### src/rtl/calc1_pkg.sv
// calc1 scheduler shared definitions: command and response codes and the
// scheduler FSM state encoding.
package calc1_pkg;

   localparam logic [3:0] CMD_NOP = 4'd0;
   localparam logic [3:0] CMD_ADD = 4'd1;
   localparam logic [3:0] CMD_SUB = 4'd2;
   localparam logic [3:0] CMD_SHL = 4'd5;
   localparam logic [3:0] CMD_SHR = 4'd6;

   localparam logic [1:0] RESP_NONE = 2'b00;
   localparam logic [1:0] RESP_OK   = 2'b01;
   localparam logic [1:0] RESP_ERR  = 2'b10;
   localparam logic [1:0] RESP_TMO  = 2'b11;

   typedef enum logic [2:0] {
      ST_IDLE,
      ST_SEND_OP1,
      ST_SEND_OP2,
      ST_WAIT_RESP,
      ST_RESPOND,
      ST_REJECT
   } state_t;

endpackage

### src/rtl/calc1_rr_arbiter.sv
// Combinational round-robin arbiter. The search starts at ptr and wraps.
//   req   : request vector
//   ptr   : highest-priority requester this cycle
//   grant : one-hot grant (all zero when no request)
//   idx   : index of the granted requester (0 when no request)
module calc1_rr_arbiter #(
   parameter int NUM_REQ = 4,
   parameter int IDX_W   = (NUM_REQ > 1) ? $clog2(NUM_REQ) : 1
) (
   input  logic [NUM_REQ-1:0] req,
   input  logic [IDX_W-1:0]   ptr,
   output logic [NUM_REQ-1:0] grant,
   output logic [IDX_W-1:0]   idx
);

   int   cand;
   logic found;

   always_comb begin
      grant = '0;
      idx   = '0;
      found = 1'b0;
      cand  = 0;
      for (int i = 0; i < NUM_REQ; i++) begin
         cand = int'(ptr) + i;
         if (cand >= NUM_REQ) cand = cand - NUM_REQ;
         if (!found && req[IDX_W'(cand)]) begin
            found                = 1'b1;
            grant[IDX_W'(cand)]  = 1'b1;
            idx                  = IDX_W'(cand);
         end
      end
   end

endmodule

### src/rtl/calc1_req_scheduler.sv
// Front-end scheduler for the calc1 core. Four requesters arbitrate
// round-robin; the winning operation is sent to the core as cmd+op1 then op2,
// and the core response (or a timeout) is returned to the originating requester.
//   c_clk, reset(active-low async)
//   req_valid/req_ready/req_cmd/req_op1/req_op2 : requester side
//   resp_valid/resp_code/resp_data               : response back to requesters
//   core_cmd_out/core_data_out/core_resp/core_data_in : calc1 core port
//   busy : FSM not idle;  stray_resp : sticky, core answered outside WAIT_RESP
//
// state        | meaning
// IDLE         | arbitrating, req_ready live
// SEND_OP1     | core sees cmd + op1
// SEND_OP2     | core sees op2, timeout timer loaded
// WAIT_RESP    | waiting for core_resp or timer terminal count
// RESPOND      | resp_valid strobe with core/timeout result
// REJECT       | resp_valid strobe with ERR for a no-op command
module calc1_req_scheduler import calc1_pkg::*; #(
   parameter int NUM_REQ = 4,
   parameter int DATA_W  = 32,
   parameter int CMD_W   = 4,
   parameter int TIMEOUT = 64
) (
   input  logic                      c_clk,
   input  logic                      reset,
   input  logic [NUM_REQ-1:0]        req_valid,
   output logic [NUM_REQ-1:0]        req_ready,
   input  logic [CMD_W*NUM_REQ-1:0]  req_cmd,
   input  logic [DATA_W*NUM_REQ-1:0] req_op1,
   input  logic [DATA_W*NUM_REQ-1:0] req_op2,
   output logic [NUM_REQ-1:0]        resp_valid,
   output logic [1:0]                resp_code,
   output logic [DATA_W-1:0]         resp_data,
   output logic [CMD_W-1:0]          core_cmd_out,
   output logic [DATA_W-1:0]         core_data_out,
   input  logic [1:0]                core_resp,
   input  logic [DATA_W-1:0]         core_data_in,
   output logic                      busy,
   output logic                      stray_resp
);

   localparam int IDX_W = (NUM_REQ > 1) ? $clog2(NUM_REQ) : 1;
   localparam int TMR_W = $clog2(TIMEOUT);

   state_t             state;
   logic [IDX_W-1:0]   ptr;
   logic [IDX_W-1:0]   win_idx;
   logic [DATA_W-1:0]  cap_op2;
   logic [TMR_W-1:0]   tmr;

   logic [NUM_REQ-1:0] grant;
   logic [IDX_W-1:0]   arb_idx;
   logic [CMD_W-1:0]   cmd_sel;
   logic [DATA_W-1:0]  op1_sel;
   logic [DATA_W-1:0]  op2_sel;

   calc1_rr_arbiter #(
      .NUM_REQ (NUM_REQ),
      .IDX_W   (IDX_W)
   ) u_arb (
      .req   (req_valid),
      .ptr   (ptr),
      .grant (grant),
      .idx   (arb_idx)
   );

   always_comb begin
      cmd_sel = '0;
      op1_sel = '0;
      op2_sel = '0;
      for (int i = 0; i < NUM_REQ; i++) begin
         if (grant[i]) begin
            cmd_sel = req_cmd[i*CMD_W +: CMD_W];
            op1_sel = req_op1[i*DATA_W +: DATA_W];
            op2_sel = req_op2[i*DATA_W +: DATA_W];
         end
      end
   end

   // Gated by reset so every output reads 0 while reset is held.
   assign req_ready = (state == ST_IDLE && reset) ? grant : '0;
   assign busy      = (state != ST_IDLE);

   always_ff @(posedge c_clk or negedge reset) begin
      if (!reset) begin
         state         <= ST_IDLE;
         ptr           <= '0;
         win_idx       <= '0;
         cap_op2       <= '0;
         tmr           <= '0;
         resp_valid    <= '0;
         resp_code     <= RESP_NONE;
         resp_data     <= '0;
         core_cmd_out  <= '0;
         core_data_out <= '0;
         stray_resp    <= 1'b0;
      end else begin
         resp_valid <= '0;
         resp_code  <= RESP_NONE;
         resp_data  <= '0;

         // A response arriving when nobody is waiting is dropped, only flagged.
         if (core_resp != RESP_NONE && state != ST_WAIT_RESP)
            stray_resp <= 1'b1;

         case (state)
            ST_IDLE: begin
               if (|grant) begin
                  win_idx <= arb_idx;
                  cap_op2 <= op2_sel;
                  ptr     <= (arb_idx == IDX_W'(NUM_REQ-1)) ? '0 : arb_idx + 1'b1;
                  if (cmd_sel == CMD_W'(CMD_NOP)) begin
                     state      <= ST_REJECT;
                     resp_valid <= grant;
                     resp_code  <= RESP_ERR;
                  end else begin
                     state         <= ST_SEND_OP1;
                     core_cmd_out  <= cmd_sel;
                     core_data_out <= op1_sel;
                  end
               end
            end
            ST_SEND_OP1: begin
               state         <= ST_SEND_OP2;
               core_cmd_out  <= '0;
               core_data_out <= cap_op2;
            end
            ST_SEND_OP2: begin
               state         <= ST_WAIT_RESP;
               core_data_out <= '0;
               tmr           <= TMR_W'(TIMEOUT-1);
            end
            ST_WAIT_RESP: begin
               if (core_resp != RESP_NONE) begin
                  state      <= ST_RESPOND;
                  resp_valid <= NUM_REQ'(1) << win_idx;
                  resp_code  <= core_resp;
                  resp_data  <= core_data_in;
               end else if (tmr == '0) begin
                  state      <= ST_RESPOND;
                  resp_valid <= NUM_REQ'(1) << win_idx;
                  resp_code  <= RESP_TMO;
               end else begin
                  tmr <= tmr - 1'b1;
               end
            end
            ST_RESPOND: state <= ST_IDLE;
            ST_REJECT:  state <= ST_IDLE;
            default:    state <= ST_IDLE;
         endcase
      end
   end

endmodule

### config.mk
export PLATFORM = sky130hd
export DESIGN_NAME = calc1_req_scheduler
export DESIGN_NICKNAME = d
export VERILOG_FILES = /design/src/rtl/calc1_pkg.sv /design/src/rtl/calc1_rr_arbiter.sv /design/src/rtl/calc1_req_scheduler.sv
export SDC_FILE = /design/constraint.sdc
export NUM_CORES = 1
export LEC_CHECK = 0
export ABC_AREA = 1
export CORE_AREA = 2 2 152 154
export CTS_CLUSTER_SIZE = 16
export DETAILED_ROUTE_END_ITERATION = 16
export DIE_AREA = 0 0 154 156
export PLACE_DENSITY = 0.74
export SLEW_MARGIN = 20
export SYNTH_ARGS = -nofsm -noshare
export SYNTH_HDL_FRONTEND = slang
export SYNTH_SLANG_ARGS = --single-unit
### constraint.sdc
create_clock -name c_clk -period 2.52 [get_ports c_clk]
set_input_delay 0.378 -clock c_clk [delete_from_list [all_inputs] [get_ports c_clk]]
set_output_delay 0.378 -clock c_clk [all_outputs]
set_load 0.02 [all_outputs]
# After elaboration in Yosys (flattened, before gate mapping)
# Index checks and enable logic that the tools add are counted.
totals:
  inputBits: 312
  regBits: 120
  wordCells: 147
  out_inout_bits: 80
classes:
  n_eq_ne: 10
  reduce_logical: 26
  shift: 1
  n_addsub: 9
  magnitude_cmp: 12
  n_mux: 75
  bitwise_logic: 3
op_table:
  columns: ["cell", "count"]
  rows:
  - ["two-way mux 32 bit", 12]
  - ["one-hot mux 32 bit (3 select lines)", 1]
  - ["two-way mux 4 bit", 15]
  - ["two-way mux 2 bit", 13]
  - ["less-than comparator 2 x 4 -> 1 bit (second input constant)", 4]
  - ["one-hot mux 4 bit (2 select lines)", 2]
  - ["two-way mux 1 bit", 15]
  - ["two-way mux 3 bit", 4]
  - ["two-way mux 6 bit", 2]
  - ["bitwise OR 4 bit", 3]
  - ["one-hot mux 3 bit (4 select lines)", 1]
  - ["one-hot mux 6 bit (2 select lines)", 1]
  - ["greater-or-equal comparator 3 bit (second input constant)", 3]
  - ["logical AND 1 bit", 9]
  - ["AND reduction 3 bit", 3]
  - ["binary-select mux 1 bit (select 2 bit)", 4]
  - ["demux 1 bit (select 2 bit)", 4]
  - ["greater-or-equal comparator 2 x 1 -> 1 bit (second input constant)", 4]
  - ["subtractor 2 x 1 -> 2 bit (second input constant)", 4]
  - ["adder 2 x 2 -> 3 bit (second input constant)", 2]
  - ["equality test 3 x 2 -> 1 bit (second input constant)", 2]
  - ["zero test 6 bit", 1]
  - ["!= test 2 bit (second input constant)", 3]
  - ["nonzero test 2 bit", 3]
  - ["other kinds (17)", 21]

# Logic depth before layout (Yosys ltp)
# Gate-level depths: netlist of run 1.
depth:
  word_depth: 23
  depth_mapped: 22
  mapped_depth_nobuf: 20

# Cells and area by module
# From an unflattened synthesis of run 1, not the netlist that was laid out.
unflattened:
  hier_cells: 1145
  area_unflattened_um2: 7653.6
by_module_without_submodules:
  columns: ["module", "area_each_um2", "instances", "seq_area_each_um2", "cells_each"]
  rows:
  - ["calc1_req_scheduler", 7081.8, 1, 3002.9, 1045]
  - ["calc1_rr_arbiter", 571.8, 1, 0.0, 100]

# Worst setup path after synthesis of run 1
# No wires, ideal clock.
synth_timing:
  path_kind: "register to register"
  from: "register with a tool-made name"
  to: "register cap_op2[10]"
  arrival_time_ns: 2.521
  path_buffers: 4
  path_slack_ns: -0.126
  t_required_ns: 2.394
  stages_incl_launch_ff: 20
  path_cell_list: "dfrtp_1 -> buf_6 -> inv_6 -> ha_1 -> inv_1 -> nand3_1 -> nand2_1 -> nor2_4 -> nand2_1 -> nor2_1 -> nand2_1 -> nand3_1 -> buf_6 -> inv_1 -> nand4_1 -> nand2_1 -> buf_4 -> buf_2 -> a21oi_1 -> a21oi_1"
synth_lines:
  columns: ["element", "line", "text"]
  rows:
  - ["end signal, assigned", "calc1_req_scheduler.sv:109", "cap_op2 <= op2_sel;"]
  - ["end, declared", "calc1_req_scheduler.sv:47", "logic [DATA_W-1:0] cap_op2;"]

# Worst setup path after layout of run 1
layout_timing:
  from: "register ptr[1]"
  to: "register core_data_out[20]"
layout_via:
  elab_chain_len: 22
  elab_cells_between_ends: 79
  cone_classes: "add/sub (7); order compare (12); eq/ne (2); mux (42); bitwise (3); reduce/logical (13)"
layout_lines:
  columns: ["element", "line", "text"]
  rows:
  - ["start, declared", "calc1_req_scheduler.sv:45", "logic [IDX_W-1:0] ptr;"]
  - ["start signal, assigned", "calc1_req_scheduler.sv:110", "ptr <= (arb_idx == IDX_W'(NUM_REQ-1)) ? '0 : arb_idx + 1'b1;"]
  - ["branches (longest 14 deep; another with less-than comparator 2 x 4 -> 1 bit)", null, null]
  - ["two-way mux 4 bit *", "calc1_rr_arbiter.sv:27", "if (!found && req[IDX_W'(cand)]) begin"]
  - ["two-way mux 4 bit / two-way mux 32 bit (equally long branches) (4 in a row)", "calc1_req_scheduler.sv:71", "if (grant[i]) begin"]
  - ["zero test 4 bit / two-way mux 32 bit (equally long branches)", "calc1_req_scheduler.sv:111", "if (cmd_sel == CMD_W'(CMD_NOP)) begin"]
  - ["!= test 2 bit (no source line) / two-way mux 32 bit (equally long branches)", null, null]
  - ["AND reduction 3 bit (no source line) / one-hot mux 32 bit (3 select lines) (equally long branches)", null, null]
  - ["end signal, assigned", "calc1_req_scheduler.sv:118", "core_data_out <= op1_sel;"]
  - ["end signal, assigned", "calc1_req_scheduler.sv:125", "core_data_out <= cap_op2;"]
  - ["end, declared", "calc1_req_scheduler.sv:34", "output logic [DATA_W-1:0] core_data_out,"]
# Every way passes the cells marked *. The select of a mux whose other input is x is not followed.
# A chain may end at the register's enable or synchronous reset.

==> results of run 1 <==
cells by family (layout without fill, tap and decap cells):
family	after synthesis	count (layout)	synth area share
compound gates	219	219	0.160
fa+ha+maj	9	9	0.0146
buf+inv	130	581	0.0809
flops	120	120	0.390
simple gates	649	651	0.354
other cells	0	4	0
critical path, cell delays in order, from the launching register on:
cell       delay (ns)
dfrtp_1          0.40
inv_2            0.07
ha_4             0.31
inv_4            0.05
nand3_4          0.07
nand2_4          0.05
nor2_4           0.19
buf_6            0.14
nand3_2          0.06
nand3_2          0.09
buf_6            0.15
inv_8            0.06
nand3_1          0.09
nand2_1          0.07
nand2_2          0.07
nand2_2          0.07
nor2_4           0.15
nand3_4          0.10
buf_6            0.15
nand2_8          0.10
clkbuf_16        0.16
nand2_1          0.05
nand2_1          0.06
final timing paths:
check                           start           endpoint  cells after the start
hold reg to reg            stray_resp         stray_resp                      1
max in group asynchronous       reset        cap_op2[30]                      2
setup reg to reg               ptr[1]  core_data_out[20]                     22
min in group c_clk         stray_resp         stray_resp                      1
setup / recovery               ptr[1]  core_data_out[20]                     22
hold / removal                  reset      resp_data[25]                      2
per-stage QoR:
step,utilization,setup WS [ns]
6_report,0.636,-0.286
5_1_grt,0.636,-0.412
4_1_cts,0.608,-0.101
3_5_place_dp,0.550,-0.470
3_3_place_gp,0.550,-0.435
2_1_floorplan,-,-0.00447
per-layer routing:
layer,up-vias,part of all wire,GRT usage
met1,4630,0.39,0.316
met3,114,0.070,0.0656
li1,4619,-,-
met4,4,0.047,0.138
met5,-,0.00073,0
met2,490,0.50,0.470
area by class of cell:
| type | count | area [sq um] |
|---|---|---|
| Clock inverter | 15 | 175 |
| Tap cell | 285 | 357 |
| Multi-Input combinational cell | 879 | 4720 |
| Antenna cell | 4 | 10.0 |
| Clock buffer | 17 | 425 |
| Sequential cell | 120 | 3000 |
| Timing Repair Buffer | 499 | 5310 |
| Fill cell | 1899 | 8140 |
| Inverter | 50 | 218 |
registers in the layout (all words and copies together), names as in the netlist, named ones only:
signal	flops
cap_op2	32
core_data_out	32
resp_data	32
tmr	6
core_cmd_out	4
resp_valid	4
state	3
resp_code	2
win_idx	2
ptr	1
stray_resp	1
cell usage in the layout, fill, tap and decap left out, drive strengths merged, types with 3 or more instances in the layout:
cell type / synthesis / final
nand2: 319 / 319
clkinv: 1 / 4
dfrtp: 120 / 120
diode: 0 / 4
a21boi: 28 / 28
a21oi: 67 / 67
a22oi: 5 / 5
nand4: 3 / 3
o22ai: 5 / 5
o21ai: 78 / 78
inv: 49 / 58
nor2: 161 / 162
clkdlybuf4s50: 0 / 385
clkbuf: 28 / 25
buf: 52 / 105
nand3: 162 / 163
ha: 9 / 9
a31oi: 34 / 34
what timing repair did:
action | 4_1_cts | 5_1_grt
endpoints found under the setup margin | 82 | 84
buffers inserted | 17 | 12
pin swaps | 27 | 48
cloned | 7 | 9
resized for setup | 139 | 90
power by group:
group | total, mW | internal, mW | switching, mW
sequential | 3.08 | 2.69 | 0.385
combinational | 18.5 | 8.07 | 10.4
clock | 2.51 | 1.42 | 1.09
==> flow_summary.yaml, run 1 <==
sta:
  setup-tns-final_ns: -13.82
  timing.fmax_mhz: 356
  min_period_ns: 2.81
  final-max-slew-violation-count: 0
  hold_ws_ns: 0.00864
  finalCritPeriodShare: 1.11
  final_hold_viol_count: 0
  tightest_slew_ns: 0.925
  fin_skew_ns: 0.0104
  fin_ws_ns: -0.286
  rsz0062_at_grt: "true"
  slew_headroom: 0.383
  setup_viol: 80
routing:
  firstDrtPassIters: 5
  viasPerCell: 5.27
  num_vias: 9857
  drt_iter0_markers: 733
  drt.antenna.violating_nets: 0
  drc_errors: 0
  wl_per_cell_um: 19.0
  wirelength_um: 35500
critical_path:
  crit_fanout: 7
  critPathCaptureType: "flip-flop"
  path_class: "flip-flop to flip-flop"
  r2r_setup_slack_ns: -0.29
  required_ns: 2.87
  crit_arrival_ns: 3.16
  cp-start-kind: "flip-flop"
floorplanning:
  die_x_um: 154
  start_util: 0.344
  rows: 55
  coreArea_sq_um: 22400
  die_area_sq_um: 24000
  die-height_um: 156
  pin_count: 392
clocking:
  cts_hold_repair.buffers: 0
  cts.clk_slew.worst_paths_ns: 0.07
  htreeDepth: 4
  cts_buffer_depth: 2
  cts_tree: "built"
  numCtsBuffers: 17
  cts_sinks: 120
  insertion_delay_ns: 0.42
  clk_root_buffer_cell: "clkbuf_16"
placement:
  place_congestion: 0.886
  post-place-cells: 1791
  placed_area_sq_um: 12300
  dp_hpwl_um: 24200
  io_buffers: 391
pwr:
  vdd_ir_drop_max_v: 0.000898
  pwr_density_cell_nw_per_um2: 1690
  p_total_mw: 24.1
  p_leak_nw: 6.27
final_layout:
  area_growth_pct: 84.7
  drive_gt1_frac: 0.184
  stdcell_count: 1869
  nNetsFinal: 1888
  fin_area_sq_um: 14200
grt:
  grt_first_pass_wirelength_um: 50600
  groute.usage.overall: 0.272
  antenna_found_initial: 6
  overflow: 0
  grt_start_max_net_pins: 121
  grt_pass1_vias: 9393
logic_synthesis:
  ys_ff_latch: 120
  yosys_warnings: 0
  async_flop_share: 1.00
  yosysMostFrequentCell: "nand2_1"
  synth_top_area_share: 0.390
  synth_edf_count: 0
  synth_area_sq_um: 7700
  syn_area_per_cell_sq_um: 6.83
  synth_flop_cell: "dfrtp_1"
  synth_cell_types: 34
  synth_area_leaders: "dfrtp_1 39%, nand2_1 15%, nand3_1 10%, nor2_1 7.6%, o21ai_0 4.9%"
  yosys-top-cells-count: "313 x nand2_1, 158 x nand3_1, 156 x nor2_1"
  ys_seq_area_frac: 0.390
  yosys.area.top_type: "dfrtp_1"
  synthCells: 1127
  syn_nets: 1448
job:
  max_cap_viol_count: 0
run_status:
  status: "finished with violations"
  violations: "negative setup slack"
min_path:
  hp-class: "input pin to asynchronous set/reset pin"
Note: power is estimated with default switching activity, not from simulation.
==> inputs of run 2 (changes only) <==
--- a/config.mk
+++ b/config.mk
@@ -10,7 +10,7 @@
 export CTS_CLUSTER_SIZE = 16
 export DETAILED_ROUTE_END_ITERATION = 16
 export DIE_AREA = 0 0 154 156
-export PLACE_DENSITY = 0.74
+export PLACE_DENSITY = 0.71
 export SLEW_MARGIN = 20
 export SYNTH_ARGS = -nofsm -noshare
 export SYNTH_HDL_FRONTEND = slang
==> constraint.sdc (replaced) <==
create_clock -name c_clk -period 3.61 [get_ports c_clk]
set_input_delay 0.5415 -clock c_clk [delete_from_list [all_inputs] [get_ports c_clk]]
set_output_delay 0.5415 -clock c_clk [all_outputs]
set_load 0.02 [all_outputs]
==> run 2 against run 1 <==
  * The flow now finishes without violations
  * Combinational power is 51% lower
  * Routed wire length is 9.6% lower
  * Global-route usage down 1.5 points
  * Critical path depth decreased by 10
  * Sequential cell count did not move
  * Register-to-register slack gained 0.68 ns
  * Non-clock buffer count shrank 77
  * Critical endpoint is now req_ready[2]
  * Largest cell class unchanged
  * Highest routed layer is now met4
==> flow_summary.yaml, run 2 (synthesis results as in run 1) <==
final_layout:
  multi_input_area_sq_um: 4110
  area_growth_pct: 61.2
  seq_area_sq_um: 3000
  fin_area_sq_um: 12400
  layout_commonest_cell: "clkdlybuf4s50_1"
  nNetsFinal: 1809
  post-route-util: 0.555
  stdcell_count: 1793
  fillers: 2162
  drive_gt1_frac: 0.0573
  reg_top3: "cap_op2 (32), core_data_out (32), resp_data (32)"
  final_cell_mix: "387 x clkdlybuf4s50_1, 311 x nand2_1, 157 x nand3_1"
sta:
  tightest_slew_ns: 0.974
  final_hold_viol_count: 0
  rsz0062_at_grt: "false"
  setup-tns-final_ns: 0
  slew_headroom: 0.351
  finalCritPeriodShare: 0.938
  fin_skew_ns: 0.0106
  final-max-slew-violation-count: 0
  min_period_ns: 3.39
  timing.fmax_mhz: 295
  setup_viol: 0
grt:
  grt_start_max_net_pins: 75
  grt_first_pass_wirelength_um: 47700
  overflow: 0
  grt_pass1_vias: 8781
  groute.usage.overall: 0.257
  antenna_found_initial: 10
placement:
  io_buffers: 391
  placed_area_sq_um: 11800
  place_congestion: 0.913
  dp_hpwl_um: 24600
  post-place-cells: 1749
min_path:
  hp-class: "input pin to asynchronous set/reset pin"
clocking:
  cts.clk_slew.worst_paths_ns: 0.05
  htreeDepth: 4
  clk_root_buffer_cell: "clkbuf_16"
  cts_tree: "built"
  numCtsBuffers: 17
  cts_buffer_depth: 2
  insertion_delay_ns: 0.41
  cts_sinks: 120
critical_path:
  crit_fanout: 11
  crit_arrival_ns: 2.85
  path_class: "flip-flop to primary output"
  cp-start-kind: "flip-flop"
  required_ns: 3.07
  critPathCaptureType: "primary output"
run_status:
  status: "finished clean"
routing:
  drc_errors: 0
  firstDrtPassIters: 5
  drt_iter0_markers: 806
  drt.antenna.violating_nets: 0
  wl_per_cell_um: 17.9
  wirelength_um: 32100
  viasPerCell: 5.15
  num_vias: 9233
floorplanning:
  die_area_sq_um: 24000
  start_util: 0.344
  pin_count: 392
  die_x_um: 154
  coreArea_sq_um: 22400
  die-height_um: 156
  rows: 55
pwr:
  p_leak_nw: 5.56
  pwr_density_cell_nw_per_um2: 1020
  vdd_ir_drop_max_v: 0.000586
job:
  max_cap_viol_count: 0
==> run 2: cell count changes in the layout (fill, tap and decap cells not counted), sizes merged, moves of 2 or more <==
cell | previous run | this run
clkbuf | 25 | 20
clkdlybuf4s50 | 385 | 387
inv | 58 | 51
diode | 4 | 8
buf | 105 | 32
clkinv | 4 | 7
==> run 2: critical path: stages, from the launching register on <==
cell             delay, ns
dfrtp_1               0.39
inv_2                 0.20
ha_1                  0.34
inv_1                 0.15
nand3_1               0.12
inv_1                 0.07
nand3_1               0.11
nor2_1                0.12
nor2_1                0.05
nand2_1               0.10
nor2_4                0.08
nor2_1                0.11
clkdlybuf4s50_1       0.62
==> run 2: worst paths after layout <==
kind,from,end,slack [ns],cells past startpoint
max reg2reg,ptr[1],core_data_out[11],0.39,16
max,ptr[1],req_ready[2],0.22,12
min reg2reg,core_data_out[18],core_data_out[18],0.47,2
min,reset,core_data_out[27],0.39,2
max in group asynchronous,reset,cap_op2[8],2.03,3
min in group c_clk,core_data_out[18],core_data_out[18],0.47,2
==> run 2: area by class of cell <==
type                       instances  share of cell area
inverter                          50              0.0155
timing repair buffer             422               0.339
clock inverter                    11             0.00625
multi-input combinational        877               0.331
antenna                            8             0.00161
sequential                       120               0.242
tap                              285              0.0287
clock buffer                      20              0.0352
==> run 2: what timing repair did <==
action	4_1_cts	5_1_grt
hold endpoints to repair	0	0
endpoints found under the setup margin	1	3
resized for setup	1	3
hold buffers	0	0
pin swaps	0	1
setup buffers	0	5
==> run 2: per-layer routing <==
metal / vias up / track usage / wire, um
li1: 4451 / - / -
met1: 4278 / 0.306 / 12700
met2: 443 / 0.438 / 15700
met3: 61 / 0.0639 / 2490
met4: 0 / 0.118 / 1180
met5: - / 0 / 0
==> run 2: power breakdown <==
group / total [mW] / internal, mW / switching, mW / leakage [nW]
clock: 1.49 / 0.872 / 0.619 / 0.246
sequential: 2.13 / 1.88 / 0.246 / 1.51
combinational: 9.01 / 3.22 / 5.79 / 3.81
total: 12.6 / 5.97 / 6.65 / 5.56
==> run 2: through the flow <==
stage	setup WS, ns	power, mW	hold slack, ns
finish	0.222	12.6	0.385
global route	0.0544	13.8	0.442
CTS	0.0687	12.6	0.402
detailed placement	0.227	11.1	0.458
global placement	0.303	10.9	0.454
floorplan	0.868	8.19	0.246
==> RTL edit 1: new RTL, settings of run 1 <==
Encoding of `state_t`: now Gray code (3 bits for 6 states).
--- a/src/rtl/calc1_pkg.sv
+++ b/src/rtl/calc1_pkg.sv
@@ -14,12 +14,12 @@
    localparam logic [1:0] RESP_TMO  = 2'b11;
 
    typedef enum logic [2:0] {
-      ST_IDLE,
-      ST_SEND_OP1,
-      ST_SEND_OP2,
-      ST_WAIT_RESP,
-      ST_RESPOND,
-      ST_REJECT
+      ST_IDLE      = 3'b000,
+      ST_SEND_OP1  = 3'b001,
+      ST_SEND_OP2  = 3'b011,
+      ST_WAIT_RESP = 3'b010,
+      ST_RESPOND   = 3'b110,
+      ST_REJECT    = 3'b111
    } state_t;
 
 endpackage
Function: no difference found for any inputs over 4 cycles, from zero or initial values and one cycle with reset low; so few cycles prove little.
==> RTL edit 1 against run 1 <==
  * The run still ends with setup timing left
  * Final area is 2.7% higher
  * Maximum frequency is 1.8% higher
  * Setup slack better by 49 ps
  * Count of clock-buffer cells in the layout stayed put
  * Sequential cell count stayed put
  * Synthesized area is 0.29% higher
  * Total power is 2.6% lower
  * Wire length is 1.5% lower
  * Synthesized cell count is 2.5% higher
  * Critical path type unchanged
==> RTL edit 1: results (changes against run 1) <==
.. list-table::
   :header-rows: 1

   * - Metric
     - Value
   * - Run status
     - finished with violations
   * - Violated checks
     - setup timing
   * - Routability Congestion
     - 0.9011 (+1.7%)
   * - Total met2 wirelength after detailed routing
     - 17.01 mm (-3.4%)
   * - Final #Nets
     - 1931 (+2.3%)
   * - Clock tree buffer depth
     - 2 (unchanged)
   * - IR Drop Worst-Case VDD
     - 0.0009630 V (+7.2%)
   * - Distinct cell type count after synthesis
     - 32 (-5.9%)
   * - Total nets after synthesis
     - 1476 (+1.9%)
   * - Total Routing Usage GR
     - 26.99% (-0.22 points)
   * - First-iteration detailed-routing DRC count
     - 842 (+15%)
   * - Share of power burned in registers
     - 14.0% (+1.2 points)
   * - Final worst setup slack
     - -237.6 ps (+48.86 ps)
   * - Top metal layer carrying routed signals
     - met4
   * - Switching Fraction
     - 48.94% (-0.41 points)
   * - Post-placement cell count
     - 1834 (+2.4%)
   * - Setup TNS
     - -14540 ps (-717.5 ps)
   * - Largest net degree at the start of global routing
     - 67 (-45%)
   * - Area of placed instances
     - 0.01250 sq mm (+1.5%)
   * - Fraction of final layout cells sized beyond drive strength 1
     - 20.70% (+2.3 points)
   * - Number of port buffers
     - 391 (unchanged)
   * - Routed metal-1 wirelength
     - 14.10 mm (+2.9%)
   * - Worst Max-Slew Pin Slew
     - 961.4 ps (+36.21 ps)
   * - CP arrival
     - 3060 ps (-100 ps)
   * - Number of global-route vias before repair
     - 9476 (+0.88%)
   * - Worst-case setup slack after placement
     - -454.8 ps (+15.02 ps)
   * - Reported sequential group power
     - 0.00328 W (+6.5%)
   * - Sum of met3 wire segment lengths after detailed routing
     - 2.577 mm (+3.1%)
   * - Max Clock Skew
     - 9.109 ps (-1.300 ps)
   * - Main area contributors after synthesis
     - sky130_fd_sc_hd__dfrtp_1, sky130_fd_sc_hd__nand2_1, sky130_fd_sc_hd__nand3_1
   * - Global-route wire length before repair
     - 50.51 mm (-0.23%)
   * - Antenna violations before repair
     - 2 (-4)
   * - Via density
     - 5.052 (-4.2%)
   * - Sequential fraction of the synthesis area
     - 38.89% (-0.11 points)
   * - Final setup violation count
     - 84 (+5.0%)
   * - Post-DP HPWL
     - 24.25 mm (+0.25%)
   * - Gate count of the mapped netlist
     - 1155 (+2.5%)
   * - Synth cell count leaders
     - sky130_fd_sc_hd__nand2_1, sky130_fd_sc_hd__nand3_1, sky130_fd_sc_hd__nor2_1, sky130_fd_sc_hd__dfrtp_1, sky130_fd_sc_hd__a21oi_1
   * - Lkg Pwr
     - 6.735 nW (+7.5%)
   * - Via count
     - 9650 (-2.1%)
   * - Clock slew at reported path FFs
     - 60 ps
   * - Detail-routed net length per standard cell
     - 18.31 microns (-3.7%)
[RTL edit 1: cell count changes after synthesis, sizes merged, moves of 2 or more]
cell | before | now
o211ai | 0 | 32
nand3 | 162 | 199
o21ai | 78 | 50
a31oi | 34 | 1
nor2 | 161 | 164
clkbuf | 28 | 34
a22oi | 5 | 1
buf | 52 | 46
or2 | 2 | 0
nand2 | 319 | 370
a21oi | 67 | 69
a21boi | 28 | 2
o22ai | 5 | 0
[RTL edit 1: worst paths after layout]
| kind | start | endpoint | slack [ps] | cells past startpoint |
|---|---|---|---|---|
| setup / recovery | flip-flop | core_data_out[3] | -240 | 20 |
| hold / removal | reset | async pin | 310 | 2 |
| setup reg to reg | flip-flop | core_data_out[3] | -240 | 20 |
| hold reg to reg | core_data_out[22] | core_data_out[22] | 480 | 2 |
| max in group asynchronous | reset | cap_op2[7] | 1160 | 3 |
| min in group c_clk | core_data_out[22] | core_data_out[22] | 480 | 2 |
[RTL edit 1: final cells by class]
class | instances | area, sq um
antenna | 2 | 5.005
tap | 285 | 356.6
inverter | 51 | 219.0
sequential | 120 | 3005
clock inverter | 15 | 177.7
clock buffer | 17 | 425.4
fill | 1801 | 7764
timing repair buffer | 516 | 5473
multi-input combinational | 904 | 4940
[RTL edit 1: worst max-delay path: stages, from the launching register on]
cell and delay, ps:
sky130_fd_sc_hd__dfrtp_2 410, sky130_fd_sc_hd__inv_4 60, sky130_fd_sc_hd__ha_4 300, sky130_fd_sc_hd__buf_6 120
sky130_fd_sc_hd__nand3_2 70, sky130_fd_sc_hd__nand2_2 90, sky130_fd_sc_hd__nand2_2 60, sky130_fd_sc_hd__inv_2 90
sky130_fd_sc_hd__nand3_4 90, sky130_fd_sc_hd__nor2_4 110, sky130_fd_sc_hd__nor2_4 80, sky130_fd_sc_hd__buf_6 120
sky130_fd_sc_hd__buf_6 110, sky130_fd_sc_hd__nor2_4 70, sky130_fd_sc_hd__nor2_2 40, sky130_fd_sc_hd__a21boi_2 190
sky130_fd_sc_hd__nand3_4 150, sky130_fd_sc_hd__buf_12 190, sky130_fd_sc_hd__clkbuf_16 160, sky130_fd_sc_hd__nand3_2 50
sky130_fd_sc_hd__nand2_1 70
[RTL edit 1: per-layer routing]
layer / vias up / global-route usage (%)
met1: 4473 / 32.77
li1: 4703 / -
met4: 0 / 9.924
met2: 393 / 46.32
met3: 81 / 6.917
met5: - / 0
[RTL edit 1: repair_timing]
item	CTS	global route
pin swaps	21	67
endpoints found under the setup margin	85	84
endpoints found under the hold margin	3	0
setup buffers	19	11
gates resized for setup	82	192
cloned	6	9
hold buffers	1	0
[RTL edit 1: kinds of logic after synthesis]
| family | synth area share (%) |
|---|---|
| compound gates | 11.49 |
| fa+ha+maj | 1.458 |
| buf+inv | 7.761 |
| flops | 38.89 |
| simple gates | 40.41 |
==> RTL edit 2: new RTL, config.mk and constraints of run 1 <==
Without the edit above. Set the parameter `DATA_W` to 28 (it was 32).
--- a/src/rtl/calc1_req_scheduler.sv
+++ b/src/rtl/calc1_req_scheduler.sv
@@ -16,7 +16,7 @@
 // REJECT       | resp_valid strobe with ERR for a no-op command
 module calc1_req_scheduler import calc1_pkg::*; #(
    parameter int NUM_REQ = 4,
-   parameter int DATA_W  = 32,
+   parameter int DATA_W  = 28,
    parameter int CMD_W   = 4,
    parameter int TIMEOUT = 64
 ) (
Ports: changed (5 resized); port bits go from 392 to 348. The function was not compared with the original's and may differ.
==> RTL edit 2 against run 1 <==
  * Critical path depth shrank 2
  * Critical endpoint is now core_data_out[13]
  * Cell count shrank 7.2%
  * Synthesized area shrank 9.9%
  * Total power shrank 16%
  * Sequential power shrank 15%
  * Final area shrank 12%
  * Worst hold slack gained 250 ps
  * Wire length shrank 14%
  * The flow still finishes with violations (setup timing)
  * Combinational power shrank 12%
  * Sequential cell count shrank 12
  * Setup slack gained 76 ps
==> RTL edit 2: results (changes against run 1) <==
.. list-table::
   :header-rows: 1

   * - Metric
     - Value
   * - Synth Area in Compound Gates
     - 12.99% (-3.0 points)
   * - Share of synthesized cell area in full adder, half adder and majority cells
     - 1.623% (+0.16 points)
   * - Post-synthesis share of cell area spent on xor and xnor gates
     - 0.1263% (+0.13 points)
   * - Fill cell instance count of the final layout
     - 2075 (+9.3%)
   * - Post-DP HPWL
     - 22.48 mm (-7.0%)
   * - CP arrival
     - 2970 ps (-190 ps)
   * - Distinct cell type count after synthesis
     - 32 (-5.9%)
   * - Registers with the most flip-flops
     - cap_op2 x28, core_data_out x28, resp_data x28
   * - Final setup violation count
     - 72 (-10%)
   * - Final worst setup slack
     - -210.4 ps (+76.07 ps)
   * - Antenna violations before repair
     - 0 (-6)
   * - IR Drop Worst-Case VDD
     - 0.0009091 V (+1.2%)
   * - Max Clock Skew
     - 10.89 ps (+0.4811 ps)
   * - Total Routing Usage GR
     - 23.99% (-3.2 points)
   * - Htree depth
     - 3 (-1)
   * - Int Power
     - 0.01031 W (-15%)
   * - Violated checks
     - setup timing
   * - Run status
     - finished with violations
   * - Final #Nets
     - 1730 (-8.4%)
   * - Synth cell count leaders
     - sky130_fd_sc_hd__nand2_1, sky130_fd_sc_hd__nand3_1, sky130_fd_sc_hd__nor2_1, sky130_fd_sc_hd__dfrtp_1, sky130_fd_sc_hd__o21ai_0
   * - Sequential fraction of the synthesis area
     - 38.96% (about the same)
   * - Main area contributors after synthesis
     - sky130_fd_sc_hd__dfrtp_1, sky130_fd_sc_hd__nand2_1, sky130_fd_sc_hd__nand3_1
   * - First-iteration detailed-routing DRC count
     - 529 (-28%)
   * - Total CTS buffers
     - 9 (-8)
   * - Maximum fanout along the worst path
     - 19 (+12)
   * - RR Endpoint
     - core_data_out[13]
   * - Total Routed Length
     - 30.40 mm (-14%)
   * - Number of diodes added for antenna fixing
     - 0 (-4)
   * - Depth of the most critical reg-to-reg path
     - 20 (-9.1%)
   * - Clock network latency to the later pin of the worst-skew pair
     - 350 ps (-70 ps)
   * - Largest net degree at the start of global routing
     - 69 (-43%)
   * - Fraction of final layout cells sized beyond drive strength 1
     - 16.55% (-1.8 points)
   * - Via count
     - 8706 (-12%)
   * - Number of port buffers
     - 347 (-11%)
   * - Worst-case setup slack after placement
     - -475.4 ps (-5.560 ps)
   * - Lkg Pwr
     - 5.871 nW (-6.3%)
   * - Routability Congestion
     - 0.9018 (+1.8%)
[RTL edit 2: changes by cell type in the layout (fill, tap and decap cells not counted), moves of 13 or more]
cell                              change
sky130_fd_sc_hd__clkdlybuf4s50_1     -43
sky130_fd_sc_hd__nand2_1             +43
sky130_fd_sc_hd__nor2_1              -36
sky130_fd_sc_hd__a21oi_2             -27
sky130_fd_sc_hd__o21ai_1             +17
sky130_fd_sc_hd__buf_4               +16
sky130_fd_sc_hd__a21boi_1            -13
sky130_fd_sc_hd__clkbuf_16           -13
[RTL edit 2: worst max path at each step]
stage            startpoint           endpoint  slack, ps  depth (start not counted)
3_3_place_gp   req_valid[3]       req_ready[0]       -440                         14
6_report          flip-flop  core_data_out[13]       -210                         20
3_5_place_dp   req_valid[3]       req_ready[0]       -480                         14
5_1_grt           flip-flop  core_data_out[13]       -350                         22
2_1_floorplan     flip-flop  core_data_out[23]       -0.3                         20
4_1_cts           flip-flop       req_ready[0]       -170                         12
[RTL edit 2: cells by family after synthesis]
kind of cell | after synthesis
simple gates | 635
compound gates | 169
buf+inv | 116
flops | 108
fa+ha+maj | 9
xor+xnor | 1
[RTL edit 2: per-stage QoR]
step / util [%] / hold WS, ps / setup TNS [ps] / cells / area (sq um)
2_1_floorplan: - / 82.41 / -6.788 / 1038 / 6987
3_3_place_gp: 50.22 / 453.3 / -22310 / 1680 / 11230
3_5_place_dp: 50.22 / 458.3 / -29640 / 1680 / 11230
4_1_cts: 54.60 / 287.4 / -5786 / 1722 / 12210
5_1_grt: 56.07 / 321.7 / -19420 / 1735 / 12540
6_report: 56.07 / 261.1 / -11170 / 1735 / 12540
[RTL edit 2: per-layer routing]
layer | part of all wire, % | wire (microns) | up-vias | global-route usage (%)
li1 | - | - | 4216 | -
met2 | 52 | 15710 | 362 | 44.50
met4 | 2.9 | 886 | 0 | 9.212
met5 | 0 | 0 | - | 0
met3 | 6.7 | 2029 | 50 | 4.472
met1 | 39 | 11770 | 4078 | 27.30
[RTL edit 2: timing repair]
action | CTS | global route
pin swaps | 15 | 21
buffers inserted | 20 | 11
cloned | 8 | 3
resized for setup | 109 | 56
endpoints found under the setup margin | 75 | 75
[RTL edit 2: cell type report]
cell class                 instances  area share, %
sequential                       108          21.55
timing repair buffer             464          39.10
clock buffer                      10          1.826
tap                              285          2.843
multi-input combinational        814          32.63
clock inverter                     6         0.4290
inverter                          48          1.616
[RTL edit 2: power groups by stage]
| stage | Combinational [W] | Sequential [W] | Clock, W |
|---|---|---|---|
| floorplan | 0.00735 | 0.00292 | 0 |
| global placement | 0.0126 | 0.00260 | 0 |
| finish | 0.0162 | 0.00261 | 0.00140 |
| CTS | 0.0151 | 0.00260 | 0.00142 |
| detailed placement | 0.0128 | 0.00262 | 0 |
| global route | 0.0176 | 0.00267 | 0.00151 |
